===== src/rtl/l2req_rr_arbiter_if.sv =====
// L2 request port bundle: per-requester valid/ready/packet inputs and the single
// registered request stream presented to L2.
interface l2req_rr_arbiter_if #(
    parameter int unsigned NUM_REQ      = 3,
    parameter int unsigned PACKET_WIDTH = 128,
    parameter int unsigned UNIT_WIDTH   = (NUM_REQ > 1) ? $clog2(NUM_REQ) : 1
);
    logic [NUM_REQ-1:0]              req_valid;
    logic [NUM_REQ*PACKET_WIDTH-1:0] req_packet;
    logic [NUM_REQ-1:0]              req_ready;
    logic                            l2req_valid;
    logic [PACKET_WIDTH-1:0]         l2req_packet;
    logic [UNIT_WIDTH-1:0]           l2req_unit;
    logic                            l2req_ready;

    // The arbiter masters the L2 request port and sinks the requester handshakes.
    modport master (
        input  req_valid,
        input  req_packet,
        output req_ready,
        output l2req_valid,
        output l2req_packet,
        output l2req_unit,
        input  l2req_ready
    );

    modport slave (
        output req_valid,
        output req_packet,
        input  req_ready,
        input  l2req_valid,
        input  l2req_packet,
        input  l2req_unit,
        output l2req_ready
    );
endinterface


===== src/rtl/l2req_rr_arbiter.sv =====
// Round-robin arbiter sharing the per-core L2 request port between icache, dcache and
// store buffer, with a registered output stage and stall/starvation perf events.
module l2req_rr_arbiter #(
    parameter int unsigned NUM_REQ      = 3,
    parameter int unsigned PACKET_WIDTH = 128,
    parameter int unsigned STARVE_LIMIT = 15
) (
    input  logic               clk,
    input  logic               reset,
    l2req_rr_arbiter_if.master bus,
    output logic               pc_event_l2_stall,
    output logic [NUM_REQ-1:0] pc_event_starved
);
    localparam int unsigned UnitWidth = (NUM_REQ > 1) ? $clog2(NUM_REQ) : 1;
    localparam int unsigned CntWidth  = $clog2(STARVE_LIMIT + 1);
    localparam logic [UnitWidth-1:0] LastId = UnitWidth'(NUM_REQ - 1);
    localparam logic [CntWidth-1:0]  CntMax = CntWidth'(STARVE_LIMIT);

    logic                    l2req_valid_q;
    logic [PACKET_WIDTH-1:0] l2req_packet_q;
    logic [UnitWidth-1:0]    l2req_unit_q;
    logic [UnitWidth-1:0]    rr_ptr_q;
    logic [CntWidth-1:0]     wait_cnt_q [NUM_REQ];
    logic [CntWidth-1:0]     wait_cnt_d [NUM_REQ];

    logic                    load_en;
    logic                    found;
    logic [UnitWidth-1:0]    winner;
    logic [UnitWidth-1:0]    cand;
    logic [UnitWidth-1:0]    next_ptr;
    logic [PACKET_WIDTH-1:0] win_packet;

    function automatic logic [UnitWidth-1:0] wrap_add(input logic [UnitWidth-1:0] base,
                                                      input int unsigned off);
        int unsigned sum;
        sum = 32'(base) + off;
        if (sum >= NUM_REQ) sum -= NUM_REQ;
        return UnitWidth'(sum);
    endfunction

    // Output stage can refill in the same cycle it drains.
    assign load_en = !l2req_valid_q || bus.l2req_ready;

    // Scan IDs starting at rr_ptr; the first valid one wins.
    always_comb begin
        found  = 1'b0;
        winner = '0;
        cand   = '0;
        for (int unsigned off = 0; off < NUM_REQ; off++) begin
            cand = wrap_add(rr_ptr_q, off);
            for (int unsigned k = 0; k < NUM_REQ; k++) begin
                if (!found && bus.req_valid[k] && (cand == UnitWidth'(k))) begin
                    found  = 1'b1;
                    winner = cand;
                end
            end
        end
    end

    always_comb begin
        win_packet = '0;
        for (int unsigned k = 0; k < NUM_REQ; k++) begin
            if (winner == UnitWidth'(k)) begin
                win_packet = bus.req_packet[k*PACKET_WIDTH +: PACKET_WIDTH];
            end
        end
    end

    assign next_ptr = (winner == LastId) ? '0 : winner + UnitWidth'(1);

    always_comb begin
        bus.req_ready = '0;
        for (int unsigned k = 0; k < NUM_REQ; k++) begin
            bus.req_ready[k] = load_en && found && (winner == UnitWidth'(k));
        end
    end

    // Wait counters track consecutive cycles a requester is valid but not granted.
    always_comb begin
        wait_cnt_d = wait_cnt_q;
        for (int unsigned k = 0; k < NUM_REQ; k++) begin
            if (!bus.req_valid[k] || bus.req_ready[k]) begin
                wait_cnt_d[k] = '0;
            end else if (wait_cnt_q[k] != CntMax) begin
                wait_cnt_d[k] = wait_cnt_q[k] + CntWidth'(1);
            end else begin
                wait_cnt_d[k] = wait_cnt_q[k];
            end
        end
    end

    always_comb begin
        pc_event_starved = '0;
        for (int unsigned k = 0; k < NUM_REQ; k++) begin
            pc_event_starved[k] = (wait_cnt_q[k] == CntMax);
        end
    end

    always_ff @(posedge clk or posedge reset) begin
        if (reset) begin
            l2req_valid_q  <= 1'b0;
            l2req_packet_q <= '0;
            l2req_unit_q   <= '0;
            rr_ptr_q       <= '0;
            for (int unsigned k = 0; k < NUM_REQ; k++) begin
                wait_cnt_q[k] <= '0;
            end
        end else begin
            if (load_en) begin
                if (found) begin
                    l2req_valid_q  <= 1'b1;
                    l2req_packet_q <= win_packet;
                    l2req_unit_q   <= winner;
                    rr_ptr_q       <= next_ptr;
                end else begin
                    l2req_valid_q <= 1'b0;
                end
            end
            for (int unsigned k = 0; k < NUM_REQ; k++) begin
                wait_cnt_q[k] <= wait_cnt_d[k];
            end
        end
    end

    assign bus.l2req_valid  = l2req_valid_q;
    assign bus.l2req_packet = l2req_packet_q;
    assign bus.l2req_unit   = l2req_unit_q;

    assign pc_event_l2_stall = l2req_valid_q && !bus.l2req_ready;
endmodule


===== src/flat_wrapper.sv =====
// flat-port wrapper written by rule: the top's interface ports become plain ports
module l2req_rr_arbiter_flat 
#(
    parameter int unsigned NUM_REQ      = 3,
    parameter int unsigned PACKET_WIDTH = 128,
    parameter int unsigned STARVE_LIMIT = 15
)
  (clk, reset, pc_event_l2_stall, pc_event_starved, bus_req_valid, bus_req_packet, bus_req_ready, bus_l2req_valid, bus_l2req_packet, bus_l2req_unit, bus_l2req_ready);
  l2req_rr_arbiter_if #(.NUM_REQ(NUM_REQ), .PACKET_WIDTH(PACKET_WIDTH)) bus_i ();
  input  logic clk;
  input  logic reset;
  output logic pc_event_l2_stall;
  output logic [NUM_REQ-1:0] pc_event_starved;
  input wire logic [$bits(bus_i.req_valid)-1:0] bus_req_valid;
  input wire logic [$bits(bus_i.req_packet)-1:0] bus_req_packet;
  output wire logic [$bits(bus_i.req_ready)-1:0] bus_req_ready;
  output wire logic [$bits(bus_i.l2req_valid)-1:0] bus_l2req_valid;
  output wire logic [$bits(bus_i.l2req_packet)-1:0] bus_l2req_packet;
  output wire logic [$bits(bus_i.l2req_unit)-1:0] bus_l2req_unit;
  input wire logic [$bits(bus_i.l2req_ready)-1:0] bus_l2req_ready;
  assign bus_i.req_valid = bus_req_valid;
  assign bus_i.req_packet = bus_req_packet;
  assign bus_req_ready = bus_i.req_ready;
  assign bus_l2req_valid = bus_i.l2req_valid;
  assign bus_l2req_packet = bus_i.l2req_packet;
  assign bus_l2req_unit = bus_i.l2req_unit;
  assign bus_i.l2req_ready = bus_l2req_ready;
  l2req_rr_arbiter #(.NUM_REQ(NUM_REQ), .PACKET_WIDTH(PACKET_WIDTH), .STARVE_LIMIT(STARVE_LIMIT)) u_core (.clk(clk), .reset(reset), .bus(bus_i), .pc_event_l2_stall(pc_event_l2_stall), .pc_event_starved(pc_event_starved));
endmodule

===== config.mk =====
export PLATFORM = sky130hd
export DESIGN_NAME = l2req_rr_arbiter_flat
export DESIGN_NICKNAME = d
export VERILOG_FILES = /design/src/rtl/l2req_rr_arbiter_if.sv /design/src/rtl/l2req_rr_arbiter.sv /design/src/flat_wrapper.sv
export SDC_FILE = /design/constraint.sdc
export NUM_CORES = 1
export LEC_CHECK = 0
export ABC_AREA = 1
export CAP_MARGIN = 20
export CORE_AREA = 2 2 207 209
export CTS_CLUSTER_SIZE = 24
export DETAILED_ROUTE_END_ITERATION = 10
export DIE_AREA = 0 0 209 211
export PLACE_DENSITY_LB_ADDON = 0.2
export SLEW_MARGIN = 10
export SYNTH_ARGS = -nofsm -noshare
export SYNTH_HDL_FRONTEND = slang
export SYNTH_SLANG_ARGS = --single-unit

===== constraint.sdc =====
create_clock -name clk -period 4.15 [get_ports clk]
set_input_delay 0.6225 -clock clk [delete_from_list [all_inputs] [get_ports clk]]
set_output_delay 0.6225 -clock clk [all_outputs]
set_load 0.02 [all_outputs]

# [Yosys cells after proc, flatten, opt, wreduce, memory -nomap -nowiden]
# Cells that the tools add are included.
[word_totals] inputBits=390 ff_bits=145 out_inout_bits=138
[classes] order_cmp=3 eq_ne=14 n_addsub=9 reduce_logical=47 n_mux=32
[op_table] cell="$mux 128" count=3
[op_table] cell="$mux 2" count=13
[op_table] cell="$mux 4" count=6
[op_table] cell="$logic_and 1x1->1" count=22
[op_table] cell="$logic_not 1->1" count=13
[op_table] cell="$add 4x1->4 const B" count=3
[op_table] cell="$eq 4x4->1 const B" count=3
[op_table] cell="$ne 4x4->1 const B" count=3
[op_table] cell="$mux 1" count=10
[op_table] cell="$eq 2x1->1 const B" count=4
[op_table] cell="$eq 2x2->1 const B" count=4
[op_table] cell="$logic_not 2->1" count=4
[op_table] cell="$ge 3x2->1 const B" count=2
[op_table] cell="$reduce_bool 2->1" count=3
[op_table] cell="$sub 2x2->2 const B" count=3
[op_table] cell="$logic_or 1x1->1" count=4
[op_table] cell="$add 2x1->3 const B" count=1
[op_table] cell="$add 2x2->3 const B" count=1
[op_table] cell="$add 2x1->2 const B" count=1
[op_table] cell="$ge 2x2->1 const B" count=1
[op_table] cell="$reduce_and 2->1" count=1

# [Longest topological paths before layout]
# Gate-level depths: netlist of the first run.
[logic_depth] depth_word=41 depth_mapped=16 depth_no_buf=14

# [Worst setup path after synthesis of the first run]
# No wires, ideal clock.
[synth_path] kind="register to output" from="register u_core.rr_ptr_q[0]" to="output port bus_req_ready[2]" path_slack_ps=1561 stages_incl_launch_ff=12 t_arrival_ps=1966 cell_sequence="dfrtp_1 > inv_1 > ha_1 > nand2_1 > nand3_2 > a31oi_1 > nand2_1 > nand3_2 > buf_4 > buf_4 > nand2_1 > nor2_1"
[synth_via] elab_chain_cells=39 word_cells_on_any_way=66 cone_classes="add/sub (5); order compare (3); eq/ne (7); mux (21); reduce/logical (30)"
[synth_rtl] element="from (decl)" line="l2req_rr_arbiter.sv:22" text="logic [UnitWidth-1:0] rr_ptr_q;"
[synth_rtl] element="from (signal assigned)" line="l2req_rr_arbiter.sv:114" text="rr_ptr_q <= next_ptr;"
[synth_rtl] element="$sub 2x2->2 or $ge 2x2->1 (tied branches)" line="l2req_rr_arbiter.sv:37" text="if (sum >= NUM_REQ) sum -= NUM_REQ;"
[synth_rtl] element="$mux 2" line="l2req_rr_arbiter.sv:37"
[synth_rtl] element="$logic_not 2->1" line="l2req_rr_arbiter.sv:52" text="if (!found && bus.req_valid[k] && (cand == UnitWidth'(k))) begin"
[synth_rtl] element="$logic_and 1x1->1" line="l2req_rr_arbiter.sv:52"
[synth_rtl] element="$mux 1" line="l2req_rr_arbiter.sv:52"
[synth_rtl] element="$logic_not 1->1" line="l2req_rr_arbiter.sv:52"
[synth_rtl] element="$logic_and 1x1->1 (2 in series)" line="l2req_rr_arbiter.sv:52"
[synth_rtl] element="$mux 1" line="l2req_rr_arbiter.sv:52"
[synth_rtl] element="[... 20 more ...]"
[synth_rtl] element="$logic_not 1->1" line="l2req_rr_arbiter.sv:52"
[synth_rtl] element="$logic_and 1x1->1 (2 in series)" line="l2req_rr_arbiter.sv:52"
[synth_rtl] element="$mux 1" line="l2req_rr_arbiter.sv:52"
[synth_rtl] element="$logic_not 1->1" line="l2req_rr_arbiter.sv:52"
[synth_rtl] element="$logic_and 1x1->1 (2 in series)" line="l2req_rr_arbiter.sv:52"
[synth_rtl] element="$mux 2 or $mux 1 (tied branches)" line="l2req_rr_arbiter.sv:52"
[synth_rtl] element="$eq 2x2->1 or $logic_and 1x1->1 (tied branches)" line="l2req_rr_arbiter.sv:74" text="bus.req_ready[k] = load_en && found && (winner == UnitWidth'(k));"
[synth_rtl] element="$logic_and 1x1->1 *" line="l2req_rr_arbiter.sv:74"
[synth_rtl] element="to (decl)" line="flat_wrapper.sv:16" text="output wire logic [$bits(bus_i.req_ready)-1:0] bus_req_ready;"
# Every way passes the cells marked *; elsewhere a longest branch is shown, timed or not.

# [Worst setup path after layout of the first run]
[layout_path] from="register u_core.rr_ptr_q[0]" to="output port bus_req_ready[1]"
[layout_via] elab_chain_cells=39 word_cells_on_any_way=66 cone_classes="add/sub (5); order compare (3); eq/ne (7); mux (21); reduce/logical (30)"
[layout_rtl] element="$sub 2x2->2 or $ge 2x2->1 (tied branches)" line="l2req_rr_arbiter.sv:37"
[layout_rtl] element="$mux 2" line="l2req_rr_arbiter.sv:37"
[layout_rtl] element="$logic_not 2->1" line="l2req_rr_arbiter.sv:52"
[layout_rtl] element="$logic_and 1x1->1" line="l2req_rr_arbiter.sv:52"
[layout_rtl] element="$mux 1" line="l2req_rr_arbiter.sv:52"
[layout_rtl] element="$logic_not 1->1" line="l2req_rr_arbiter.sv:52"
[layout_rtl] element="$logic_and 1x1->1 (2 in series)" line="l2req_rr_arbiter.sv:52"
[layout_rtl] element="$mux 1" line="l2req_rr_arbiter.sv:52"
[layout_rtl] element="[... 20 more ...]"
[layout_rtl] element="$logic_not 1->1" line="l2req_rr_arbiter.sv:52"
[layout_rtl] element="$logic_and 1x1->1 (2 in series)" line="l2req_rr_arbiter.sv:52"
[layout_rtl] element="$mux 1" line="l2req_rr_arbiter.sv:52"
[layout_rtl] element="$logic_not 1->1" line="l2req_rr_arbiter.sv:52"
[layout_rtl] element="$logic_and 1x1->1 (2 in series)" line="l2req_rr_arbiter.sv:52"
[layout_rtl] element="$mux 2 or $mux 1 (tied branches)" line="l2req_rr_arbiter.sv:52"
[layout_rtl] element="$eq 2x1->1 or $logic_and 1x1->1 (tied branches)" line="l2req_rr_arbiter.sv:74"
[layout_rtl] element="$logic_and 1x1->1 *" line="l2req_rr_arbiter.sv:74"
# Marks and branches as above.

==> reports/results.tsv, run 1 <==
stage	metric	value	unit
detailed_routing	drt-total-wl	40.4	mm
cells_and_area	layout_common_cells	754 x nand2_1, 527 x clkdlybuf4s50_1, 254 x inv_1	
yosys	syn_area	0.00982	sq mm
global_routing	grt_max_degree	152	
worst_setup_path	cp-start-kind	flip-flop	
global_routing	grt.overflow.total	0	
placed_design	place.gp.congestion	0.886	
cells_and_area	final_common_cell	nand2_1	
pwr	cellPowerDensity	865	mW/mm^2
sta	setup_tns	0	ns
yosys	synth_fp_nets	2019	
global_routing	grt_usage	17.9	%
cells_and_area	final_nets	2484	
floorplanning	row_count	75	
sta	skew	0.0168	ns
cells_and_area	regArea	0.00363	sq mm
detailed_routing	drtAntennaViolNets	0	
sta	slew_headroom	35.2	%
sta	fin_crit	3.73	ns
sta	drv_slew	0	
sta	fmax	0.268	GHz
yosys	synthSimpleGateAreaFrac	40.6	%
yosys	synthAdderAreaFrac	0.892	%
cts	cts_resized	0	
cts	cts-root-buf	clkbuf_16	
sta	tightestPinTransition	0.973	ns
worst_setup_path	worstPathRequired	3.53	ns
yosys	yosys_register_bits	145	
sta	post-route-period-util	89.9	%
yosys	synth_area_per_cell	6.06	sq um
detailed_routing	drt-initial-drc-count	642	
floorplanning	fp.dieH	211	microns
detailed_routing	drc_errors	0	
cells_and_area	areaGrowthSynthToFinish	64.0	%
worst_setup_path	setup.worst_path.class	reg2out	
worst_hold_path	hp-class	reg2reg	
global_routing	grt_pass1_wl	61.9	mm
cells_and_area	drive_gt1_share	2.95	%
worst_setup_path	crit_fanout	12	
worst_setup_path	arrival	3.11	ns
placed_design	hpwl	29.3	mm
cts	path_clk_slew	0.07	ns
global_routing	grt_pass1_vias	11000	
floorplanning	pin_count	528	
cts	cts_tree	built	
sta	rsz0062_at_grt	no	
cells_and_area	final_util	38.6	%
worst_setup_path	worst_setup_path_end_kind	output pin	
detailed_routing	via_count	11200	
yosys	netlist_instances	1622	
floorplanning	core	0.0418	sq mm
detailed_routing	drtPass1Iterations	5	
yosys	synthMuxAreaShare	0.102	%
cts	cts.htree.levels	4	
detailed_routing	vias_per_cell	4.23	
yosys	ys_seq_area_share	36.9	%
cells_and_area	multi_input_area	0.00475	sq mm
pwr	p_leak	8.37	nW
detailed_routing	wl_per_cell	15.3	microns
cts	cts_sinks	145	
cells_and_area	final.fill_count	4472	
floorplanning	fp.dieW	209	microns
placed_design	io_buffers	527	
run	maxCapViolCount	0	
floorplanning	initial_core_util	23.5	%
global_routing	antenna_found_initial	3	
yosys	synth_cell_type_count	27	
cts	cts_hold_buf	0	
yosys	synthXorXnorAreaFrac	0.446	%
yosys	synth_top_family_by_area	simple AND/OR/NAND/NOR gates	
floorplanning	dieArea	0.0441	sq mm
yosys	synth_compound_area_share	6.23	%
cts	clock_latency	0.44	ns
yosys	yosysWarnings	0	
sta	final-setup-viol-count	0	
cts	clock_path_buffers	2	
cts	post_cts.repair.setup_buffers	0	
run_status	outcome	completed	
sta	hold_viol	0	
cts	cts_inserted_buffers	17	
pwr	ir_drop	1.60	mV
==> worst max-delay path: stages (launching register included) <==
cell and delay [ns]:
dfrtp_1 0.38, inv_1 0.09, ha_1 0.39, nand2_1 0.14
nand3_2 0.10, nor2_1 0.20, nand4_2 0.17, nor2_4 0.17
nor2_8 0.08, nor2_4 0.14, nand2_1 0.13, inv_1 0.08
clkdlybuf4s50_1 0.59
==> through the flow <==
step,hold slack [ns],cell area [sq um],power [mW],setup slack (ns),std cells
after floorplan,0.519,9830,8.91,1.56,1622
after global placement,0.461,15500,12.3,0.734,2607
after detailed placement,0.464,15500,12.4,0.619,2607
after CTS,0.481,16100,14.2,0.385,2639
after global routing,0.496,16100,15.4,0.200,2639
final,0.476,16100,13.9,0.419,2640
==> cells in the mapped netlist <==
| master | n | area (sq um) |
|---|---|---|
| o21ai_0 | 84 | 420 |
| dfrtp_1 | 145 | 3630 |
| clkbuf_1 | 24 | 90.1 |
| buf_4 | 9 | 67.6 |
| nor2_2 | 2 | 12.5 |
| ha_1 | 7 | 87.6 |
| nand4_2 | 1 | 12.5 |
| a31oi_1 | 1 | 6.26 |
| mux2i_1 | 1 | 10.0 |
| nand2_2 | 2 | 12.5 |
| and3_1 | 1 | 6.26 |
| buf_6 | 3 | 33.8 |
| nor2_4 | 3 | 33.8 |
| buf_1 | 3 | 11.3 |
| inv_2 | 3 | 11.3 |
| nand3_2 | 2 | 20.0 |
| a21oi_1 | 4 | 20.0 |
| nand4_1 | 3 | 18.8 |
| xor2_1 | 5 | 43.8 |
| inv_1 | 255 | 957 |
| nor2_1 | 61 | 229 |
| nand2_1 | 755 | 2830 |
| buf_2 | 57 | 285 |
| nand3_1 | 156 | 781 |
| nor3_1 | 1 | 5.00 |
| nor2_8 | 1 | 20.0 |
| o21ai_1 | 33 | 165 |
==> path summary, 6_finish.rpt <==
check | start | end | slack [ns] | depth (start not counted)
setup reg to reg | u_core.rr_ptr_q[0] | u_core.bus.l2req_packet[1] | 0.99 | 14
hold reg to reg | u_core.bus.l2req_packet[25] | u_core.bus.l2req_packet[25] | 0.48 | 2
max in group asynchronous | reset | u_core.bus.l2req_packet[88] | 2.63 | 3
min in group asynchronous | reset | u_core.bus.l2req_packet[121] | 0.61 | 2
setup / recovery | u_core.rr_ptr_q[0] | bus_req_ready[1] | 0.42 | 12
hold / removal | u_core.bus.l2req_packet[25] | u_core.bus.l2req_packet[25] | 0.48 | 2
==> per-layer routing <==
metal / wire length, microns / vias up / share of wire [%] / global-route usage (%)
met5: 27 / - / 0.067 / 0
met4: 921 / 4 / 2.3 / 5.67
met3: 2150 / 47 / 5.3 / 4.34
met2: 20200 / 296 / 50 / 31.2
met1: 17100 / 5062 / 42 / 21.9
li1: - / 5771 / - / -
==> power breakdown <==
part / internal (mW) / total (mW) / switching (mW) / leakage (nW)
logic: 3.40 / 9.66 / 6.27 / 6.28
registers: 2.17 / 2.56 / 0.383 / 1.78
clock network: 1.04 / 1.71 / 0.666 / 0.311
==> state kept, by name, indices dropped and copies added (netlist names) <==
name / cells
u_core.bus.l2req_unit: 2
u_core.rr_ptr_q: 2
u_core.bus.l2req_valid: 1
u_core.bus.l2req_packet: 128
u_core.wait_cnt_q: 12
==> area by class of cell <==
class,instances,share of cell area (%)
flip-flops and latches,145,22.5
clock buffers,20,2.83
repair buffers,542,33.8
clock inverters,12,1.13
multi-input cells,1123,29.5
well taps,539,4.19
inverters,258,6.05
diodes,1,0.0155
==> logic make-up after synthesis <==
kind of cell,after synthesis
AO/OA/AOI/OAI,122
multiplexers,1
adder cells (fa/ha/maj),7
XOR/XNOR,5
AND/OR/NAND/NOR,988
buffers and inverters,354
flip-flops,145
Note: power is estimated with default switching activity, not from simulation.
==> inputs of run 2 (changes only) <==
--- a/config.mk
+++ b/config.mk
@@ -12,6 +12,7 @@
 export DETAILED_ROUTE_END_ITERATION = 10
 export DIE_AREA = 0 0 209 211
 export PLACE_DENSITY_LB_ADDON = 0.2
+export SKIP_LAST_GASP = 1
 export SLEW_MARGIN = 10
 export SYNTH_ARGS = -nofsm -noshare
 export SYNTH_HDL_FRONTEND = slang
==> results of run 2 <==
Same layout as run 1: the final DEF is identical, and so are final timing and power.
